--- config.mk ---
export PLATFORM = sky130hd
export DESIGN_NAME = sdram_arbiter
export DESIGN_NICKNAME = d
export VERILOG_FILES = /design/src/rtl/sdram_arbiter.sv
export SDC_FILE = /design/constraint.sdc
export NUM_CORES = 1
export LEC_CHECK = 0
export BUFFER_PORTS_ARGS = -buffer_cell sky130_fd_sc_hd__buf_4
export CORE_UTILIZATION = 45
export DETAILED_ROUTE_END_ITERATION = 6
export PLACE_DENSITY_LB_ADDON = 0.08
export SLEW_MARGIN = 20
export SYNTH_ARGS = -nofsm -noshare
export SYNTH_HDL_FRONTEND = slang
export SYNTH_SLANG_ARGS = --single-unit
--- constraint.sdc ---
create_clock -name clk -period 4.4 [get_ports clk]
set_clock_uncertainty 0.15 [all_clocks]
set_input_delay 0.88 -clock clk [delete_from_list [all_inputs] [get_ports clk]]
set_output_delay 0.88 -clock clk [all_outputs]
set_load 0.01 [all_outputs]
--- src/rtl/sdram_arbiter.sv ---
// sdram_arbiter
// Shares one 8-bit SDRAM controller between video fetch (read-only), CPU
// (read/write) and download (write-only). One memory slot per clkref period.
// The slot winner is registered onto mem_* at the closing edge of ARB_PHASE.
// The winner's ack pulses, and read data is captured, at the closing edge of
// DONE_PHASE that follows.
module sdram_arbiter #(
   parameter int ARB_PHASE  = 7,
   parameter int DONE_PHASE = 6,
   parameter int STARVE_MAX = 4
) (
   input  logic        clk,
   input  logic        reset,
   input  logic        clkref,
   input  logic        vid_req,
   input  logic [24:0] vid_addr,
   output logic        vid_ack,
   output logic [7:0]  vid_dout,
   input  logic        cpu_req,
   input  logic        cpu_we,
   input  logic [24:0] cpu_addr,
   input  logic [7:0]  cpu_din,
   output logic        cpu_ack,
   output logic [7:0]  cpu_dout,
   input  logic        dl_req,
   input  logic [24:0] dl_addr,
   input  logic [7:0]  dl_din,
   output logic        dl_ack,
   output logic [24:0] mem_addr,
   output logic [7:0]  mem_din,
   output logic        mem_oe,
   output logic        mem_we,
   input  logic [7:0]  mem_dout
);

   localparam int NPORT = 3;
   localparam logic [1:0] PORT_VID = 2'd0;
   localparam logic [1:0] PORT_CPU = 2'd1;
   localparam logic [1:0] PORT_DL  = 2'd2;
   localparam int SW = (STARVE_MAX < 1) ? 1 : $clog2(STARVE_MAX + 1);
   localparam logic [SW-1:0] STARVE_LIM = SW'(STARVE_MAX);
   localparam logic [2:0] ARB_PH  = 3'(ARB_PHASE);
   localparam logic [2:0] DONE_PH = 3'(DONE_PHASE);

   typedef enum logic [1:0] {
      GRANT_NONE = 2'd0,
      GRANT_VID  = 2'd1,
      GRANT_CPU  = 2'd2,
      GRANT_DL   = 2'd3
   } grant_t;

   // phase tracking
   logic        clkref_d_reg;
   logic [2:0]  ph_reg, ph_next;
   logic        ref_edge, arb_edge, done_edge;

   // slot ownership and controller-side registers
   grant_t      grant_reg, grant_next;
   logic [24:0] mem_addr_reg, mem_addr_next;
   logic [7:0]  mem_din_reg, mem_din_next;
   logic        mem_oe_reg, mem_oe_next;
   logic        mem_we_reg, mem_we_next;

   // requester-side registers
   logic        vid_ack_reg, vid_ack_next;
   logic        cpu_ack_reg, cpu_ack_next;
   logic        dl_ack_reg, dl_ack_next;
   logic [7:0]  vid_dout_reg, vid_dout_next;
   logic [7:0]  cpu_dout_reg, cpu_dout_next;

   // starvation counters: index 0 = cpu, index 1 = dl
   logic [SW-1:0] starve_reg [2];
   logic [SW-1:0] starve_next [2];

   // per-port views so arbitration can be written once for all ports
   logic [NPORT-1:0] port_req;
   logic [NPORT-1:0] port_ack;
   logic [NPORT-1:0] port_wr;
   logic [NPORT-1:0] eligible;
   logic [24:0]      port_addr [NPORT];
   logic [7:0]       port_din  [NPORT];

   logic       win_valid;
   logic [1:0] win_idx;
   grant_t     win_grant;

   assign port_req = {dl_req, cpu_req, vid_req};
   assign port_ack = {dl_ack_reg, cpu_ack_reg, vid_ack_reg};
   assign port_wr  = {1'b1, cpu_we, 1'b0};

   assign port_addr[PORT_VID] = vid_addr;
   assign port_addr[PORT_CPU] = cpu_addr;
   assign port_addr[PORT_DL]  = dl_addr;
   assign port_din[PORT_VID]  = 8'h00;
   assign port_din[PORT_CPU]  = cpu_din;
   assign port_din[PORT_DL]   = dl_din;

   assign ref_edge  = clkref & ~clkref_d_reg;
   assign ph_next   = ref_edge ? 3'd0 : ph_reg + 3'd1;
   assign arb_edge  = (ph_reg == ARB_PH);
   assign done_edge = (ph_reg == DONE_PH);

   // A port whose ack is high this clock has just been served; its req may
   // still be high from the old request, so it must sit this slot out.
   genvar gi;
   generate
      for (gi = 0; gi < NPORT; gi++) begin : g_elig
         assign eligible[gi] = port_req[gi] & ~port_ack[gi];
      end
   endgenerate

   // Winner selection: a starved cpu, then a starved dl, then vid > cpu > dl.
   always_comb begin
      win_valid = 1'b1;
      win_idx   = PORT_VID;
      if (eligible[PORT_CPU] && starve_reg[0] == STARVE_LIM)
         win_idx = PORT_CPU;
      else if (eligible[PORT_DL] && starve_reg[1] == STARVE_LIM)
         win_idx = PORT_DL;
      else if (eligible[PORT_VID])
         win_idx = PORT_VID;
      else if (eligible[PORT_CPU])
         win_idx = PORT_CPU;
      else if (eligible[PORT_DL])
         win_idx = PORT_DL;
      else
         win_valid = 1'b0;
   end

   assign win_grant = win_valid ? grant_t'(win_idx + 2'd1) : GRANT_NONE;

   // Starve counters clear when served or idle, and count eligible losses up to the limit.
   generate
      for (gi = 0; gi < 2; gi++) begin : g_starve
         logic clear_cnt, inc_cnt;
         assign clear_cnt = ~port_req[gi + 1] | (win_valid & (win_idx == 2'(gi + 1)));
         assign inc_cnt   = eligible[gi + 1] & (starve_reg[gi] != STARVE_LIM);
         assign starve_next[gi] = !arb_edge ? starve_reg[gi] :
                                  clear_cnt ? '0 :
                                  inc_cnt   ? starve_reg[gi] + 1'b1 :
                                              starve_reg[gi];
      end
   endgenerate

   // Slot sequencing: complete the running access at DONE, pick the next owner at ARB.
   always_comb begin
      grant_next    = grant_reg;
      mem_addr_next = mem_addr_reg;
      mem_din_next  = mem_din_reg;
      mem_oe_next   = mem_oe_reg;
      mem_we_next   = mem_we_reg;
      vid_ack_next  = 1'b0;
      cpu_ack_next  = 1'b0;
      dl_ack_next   = 1'b0;
      vid_dout_next = vid_dout_reg;
      cpu_dout_next = cpu_dout_reg;

      if (done_edge && grant_reg != GRANT_NONE) begin
         case (grant_reg)
            GRANT_VID: begin
               vid_ack_next  = 1'b1;
               vid_dout_next = mem_dout;
            end
            GRANT_CPU: begin
               cpu_ack_next = 1'b1;
               // a cpu write leaves the last read data in place
               if (mem_oe_reg)
                  cpu_dout_next = mem_dout;
            end
            GRANT_DL: begin
               dl_ack_next = 1'b1;
            end
            default: begin
            end
         endcase
         grant_next = GRANT_NONE;
      end

      if (arb_edge) begin
         if (win_valid) begin
            grant_next    = win_grant;
            mem_addr_next = port_addr[win_idx];
            // video has no write data; leave the bus value alone
            if (win_idx != PORT_VID)
               mem_din_next = port_din[win_idx];
            mem_we_next   = port_wr[win_idx];
            mem_oe_next   = ~port_wr[win_idx];
         end else begin
            // idle slot: controller is free to refresh
            grant_next  = GRANT_NONE;
            mem_oe_next = 1'b0;
            mem_we_next = 1'b0;
         end
      end
   end

   // State registers with synchronous reset.
   always_ff @(posedge clk) begin
      if (reset) begin
         clkref_d_reg <= 1'b0;
         ph_reg       <= 3'd0;
         grant_reg    <= GRANT_NONE;
         mem_addr_reg <= '0;
         mem_din_reg  <= '0;
         mem_oe_reg   <= 1'b0;
         mem_we_reg   <= 1'b0;
         vid_ack_reg  <= 1'b0;
         cpu_ack_reg  <= 1'b0;
         dl_ack_reg   <= 1'b0;
         vid_dout_reg <= '0;
         cpu_dout_reg <= '0;
         starve_reg[0] <= '0;
         starve_reg[1] <= '0;
      end else begin
         clkref_d_reg <= clkref;
         ph_reg       <= ph_next;
         grant_reg    <= grant_next;
         mem_addr_reg <= mem_addr_next;
         mem_din_reg  <= mem_din_next;
         mem_oe_reg   <= mem_oe_next;
         mem_we_reg   <= mem_we_next;
         vid_ack_reg  <= vid_ack_next;
         cpu_ack_reg  <= cpu_ack_next;
         dl_ack_reg   <= dl_ack_next;
         vid_dout_reg <= vid_dout_next;
         cpu_dout_reg <= cpu_dout_next;
         starve_reg[0] <= starve_next[0];
         starve_reg[1] <= starve_next[1];
      end
   end

   assign mem_addr = mem_addr_reg;
   assign mem_din  = mem_din_reg;
   assign mem_oe   = mem_oe_reg;
   assign mem_we   = mem_we_reg;
   assign vid_ack  = vid_ack_reg;
   assign cpu_ack  = cpu_ack_reg;
   assign dl_ack   = dl_ack_reg;
   assign vid_dout = vid_dout_reg;
   assign cpu_dout = cpu_dout_reg;

endmodule

## Yosys cells after proc, flatten, opt, wreduce, memory -nomap -nowiden

Memories as Yosys holds them, arrays and structs flattened.
Index checks and enable logic that the tools add are counted.
W data, S select, Z words.

| word-level totals | value |
|---|---|
| output and inout port bits | 54 |
| word-level logic and storage cells | 100 |
| input port bits | 106 |
| register bits | 60 |
| memories kept | 1 |
| memory bits (writable) | 6 |

Memories:

| name | depth | width | read ports | clocked after memory_dff | wr ports | RTL line | text |
|---|---|---|---|---|---|---|---|
| starve_reg | 2 | 3 | 2 | 0 | 2 | 72 | `logic [SW-1:0] starve_reg [2];` |

| operators by class | value |
|---|---|
| eq/ne operators | 11 |
| $add $sub $neg | 4 |
| multiplexer cells | 37 |
| magnitude comparators | 2 |
| reduce and logical (&&, ||, !) cells | 12 |
| bitwise logic cells | 21 |

Operators by type and width:

| operator | number |
|---|---|
| $bmux W25 S2 | 1 |
| $mux W25 | 2 |
| $mux W3 | 8 |
| $bmux W8 S2 | 1 |
| $mux W2 | 8 |
| $mux W8 | 2 |
| $mux W1 | 14 |
| $eq A3 B3 Y1 const B | 4 |
| $add A3 B1 Y3 const B | 3 |
| $and A1 B1 Y1 | 8 |
| $not A1 Y1 | 8 |
| $eq A2 B2 Y1 const B | 3 |
| $ne A3 B3 Y1 const B | 2 |
| $reduce_and A3 Y1 | 2 |
| $reduce_bool A2 Y1 | 3 |
| $eq A2 B1 Y1 const B | 2 |
| $or A1 B1 Y1 | 4 |
| $reduce_and A2 Y1 | 2 |
| $reduce_or A2 Y1 | 2 |
| $ge A3 B3 Y1 const B | 1 |
| $logic_and A1 B1 Y1 | 3 |
| $lt A2 B3 Y1 const B | 1 |
| $not A2 Y3 | 1 |
| $add A2 B1 Y2 const B | 1 |
| $bmux W1 S2 | 1 |

## Longest topological paths before layout

| depth | value |
|---|---|
| depth in word-level cells | 13 |
| mapped depth | 12 |

## Worst setup path after synthesis

No wires, ideal clock.

| timing | value |
|---|---|
| kind | input to register |
| from | in vid_req |
| to | reg mem_din_reg[6], in the netlist mem_din[6] |
| stages | 9 |
| arrival time | 2757 ps |
| path buffers | 2 |
| required time | 4164 ps |
| library setup time | 86 ps |
| path slack | 1408 ps |
| cell sequence | nor2b_2 o41ai_4 inv_2 buf_6 ha_1 nor2_1 buf_2 nor2_1 a211oi_1 |

| on the way | value |
|---|---|
| cells in the longest elaborated chain, start to end | 8 |

RTL lines:

| what | RTL line | text |
|---|---|---|
| start, declared | 15 | `input logic vid_req,` |
| $and A1 B1 Y1 * | 108 | `assign eligible[gi] = port_req[gi] & ~port_ack[gi];` |
| $mux W2 | 120 | `else if (eligible[PORT_VID])` |
| $mux W2 | 118 | `else if (eligible[PORT_DL] && starve_reg[1] == STARVE_LIM)` |
| $mux W2 | 116 | `if (eligible[PORT_CPU] && starve_reg[0] == STARVE_LIM)` |
| $not A2 Y3 (not written as such) | 185 | `mem_din_next = port_din[win_idx];` |
| $bmux W8 S2 | 185 |  |
| $mux W8 (not written as such) (2 in series) | 185 |  |
| end signal, assigned | 219 | `mem_din_reg <= mem_din_next;` |
| end, declared | 60 | `logic [7:0] mem_din_reg, mem_din_next;` |

Every way passes the cells marked *; elsewhere a longest branch is shown, timed or not. The select of a mux whose other input is x is not followed.
A chain may end at the register's enable or synchronous reset.

## Final worst setup path

Ends and elaborated chain as after synthesis.

==> results.toml <==
[sta]
max_freq_mhz = 340
rsz0062_at_grt = "no"
setup_viol = 0
tightest_slew_ps = 1040
period_needed_ps = 2940
post-route-period-util_pct = 66.9
finalSetupTns_ps = 0
hold_viol_final = 0
drv_slew = 0
relSlewSlack_pct = 30.8

[clock_tree]
numCtsBuffers = 9
cts_resized = 0
cts_max_level = 3
clock-sinks = 66
cts_root_buffer = "clkbuf_8"
clk_latency_ps = 330
hold_buffers = 0
cts_setup_buffers = 0
clk_path_buf_depth = 2
clk_pin_slew_ps = 80
cts_tree = "yes"

[final_layout]
synthToLayoutAreaGrowth_pct = 45.5
nets = 630
antenna_cells = 0
largest_register_ffs = 25
final_util_pct = 67.8
layout_common_cells = "buf_4 (163), dfxtp_1 (66), nor2_1 (57)"
drive_above_1_share_pct = 38.9
mostFrequentLayoutCell = "buf_4"
fin_cells = 615

[logic_synthesis]
synthesis.nets = 479
ys_types = 38
synth-seq-cells = 66
ys_seq_area_share_pct = 41.8
synth_cells = 363
syn_area_mm2 = 0.00316
postSynthAreaPerCell_um2 = 8.72
ys_warn_count = 0

[grt]
grt_use_total_pct = 23.3
first_global_vias = 2912
antenna_found_initial = 0
overflow = 0
grt_pass1_wl_mm = 13.4
grt_max_degree = 38

[power]
peakVddDrop_mv = 0.254
p_total_mw = 1.33
powerDensity_mw_per_mm2 = 288
leakagePower_nw = 2.04

[setup_path]
worstPathBufferInverterCount = 4
slowest_stage = "buf_4"
max_stage_delay_ps = 380
cp_cell_sequence = "buf_4, nor2b_2, o41ai_4, buf_4, inv_2, ha_1, nor2_1, buf_4, nor2_1, a211oi_1"
end_kind = "flip-flop"
worst_ep_required_time_ps = 4500
cp_top_family = "buffers and inverters"
cp_max_fo = 37
cp-start-kind = "primary input"
worstSetupPathType = "in -> reg"
cp_data_arrival_time_ps = 3050
crit_top_cell = "buf_4"

[run_status]
status = "finished, final reports clean"

[floorplanning]
core_area_mm2 = 0.00679
die_w_um = 85.9
initial_core_util_pct = 46.6
rows = 30
die-area_mm2 = 0.00737
ioPinCount = 160
die_h_um = 85.9

[route]
drt-initial-drc-count = 118
vias_per_cell = 5.03
drtAntennaViolNets = 0
wl_per_cell_um = 14.1
routed_wl_mm = 8.69
drt-pass1-iter-count = 4
num_vias = 3092
drc_errors = 0

[placed_design]
portBuffers = 159
dp_hpwl_mm = 6.21
place_inst = 599
place_congestion = 0.785

[job]
maxCapViolCount = 0

[worst_hold_path]
holdCritPathClass = "reg -> reg"
[metrics by stage]
stage	hold slack, ps	worst slack [ps]	instance area (um2)
after floorplan	267	1410	3160
after global placement	283	1200	4370
after detailed placement	290	1090	4370
after CTS	304	1460	4600
after global routing	318	1300	4600
final	305	1460	4600
[cells in the mapped netlist, drive strengths merged]
| cell type | instances | area [um2] |
|---|---|---|
| a211oi | 33 | 283 |
| a21o | 3 | 22.5 |
| a21oi | 10 | 50.1 |
| a22o | 1 | 8.76 |
| a22oi | 8 | 70.1 |
| and2 | 25 | 165 |
| and2b | 1 | 7.51 |
| and4b | 1 | 10.0 |
| buf | 17 | 114 |
| clkbuf | 6 | 22.5 |
| dfxtp | 66 | 1320 |
| ha | 10 | 125 |
| inv | 13 | 48.8 |
| mux2i | 10 | 100 |
| nand2 | 48 | 180 |
| nand3 | 1 | 5.00 |
| nand3b | 2 | 15.0 |
| nand4b | 4 | 35.0 |
| nor2 | 58 | 225 |
| nor2b | 4 | 27.5 |
| nor3 | 2 | 10.0 |
| nor3b | 3 | 22.5 |
| o21a | 1 | 7.51 |
| o21ai | 3 | 15.0 |
| o22a | 1 | 8.76 |
| o31ai | 26 | 195 |
| o41ai | 1 | 27.5 |
| or2 | 1 | 6.26 |
| xnor2 | 2 | 17.5 |
| xor2 | 2 | 17.5 |
[worst paths after layout]
kind	end	slack [ps]	depth (start not counted)	startpoint
worst max-delay path	mem_din[6]	1460	10	vid_req
worst min-delay path	mem_addr[14]	300	2	mem_addr[14]
worst max register to register	mem_din[6]	1530	11	starve_reg[0][3]
worst min register to register	mem_addr[14]	300	2	mem_addr[14]
[worst reg2reg max path: stages, from the launching register on]
cell,delay [ps]
dfxtp_1,330
inv_1,70
ha_1,210
and4b_1,220
o41ai_4,210
buf_4,380
inv_2,320
ha_1,290
nor2_1,90
buf_4,210
nor2_1,70
a211oi_1,230
[per-layer routing]
metal / part of all wire, % / vias up / GRT usage [%] / wire length, um
met5: 0 / - / 0 / 0
li1: - / 1554 / - / -
met2: 49 / 108 / 39.6 / 4280
met3: 6.4 / 8 / 6.06 / 552
met4: 1.2 / 0 / 8.79 / 101
met1: 43 / 1422 / 28.2 / 3750
[cells by family after synthesis]
| family | count (synthesis) | share of synthesized area (%) |
|---|---|---|
| adder cells (fa/ha/maj) | 10 | 3.95 |
| flip-flops | 66 | 41.8 |
| AO/OA/AOI/OAI | 87 | 21.7 |
| buffers and inverters | 36 | 5.85 |
| XOR/XNOR | 4 | 1.11 |
| AND/OR/NAND/NOR | 150 | 22.4 |
| multiplexers | 10 | 3.16 |
[area by class of cell]
cell class                 instances  area, um2
fill                             572       2190
multi-input combinational        261       1670
sequential                        66       1320
timing repair buffer             163       1220
clock buffer                       9        124
tap                               96        120
clock inverter                     7        101
inverter                          13       48.8
[power by group]
group | total (mW) | switching (mW) | leakage [nW] | internal, mW
registers | 0.600 | 0.00109 | 0.532 | 0.599
logic | 0.148 | 0.0625 | 1.40 | 0.0857
clock network | 0.577 | 0.253 | 0.106 | 0.324
No activity file was read; power rests on OpenSTA's default activity.
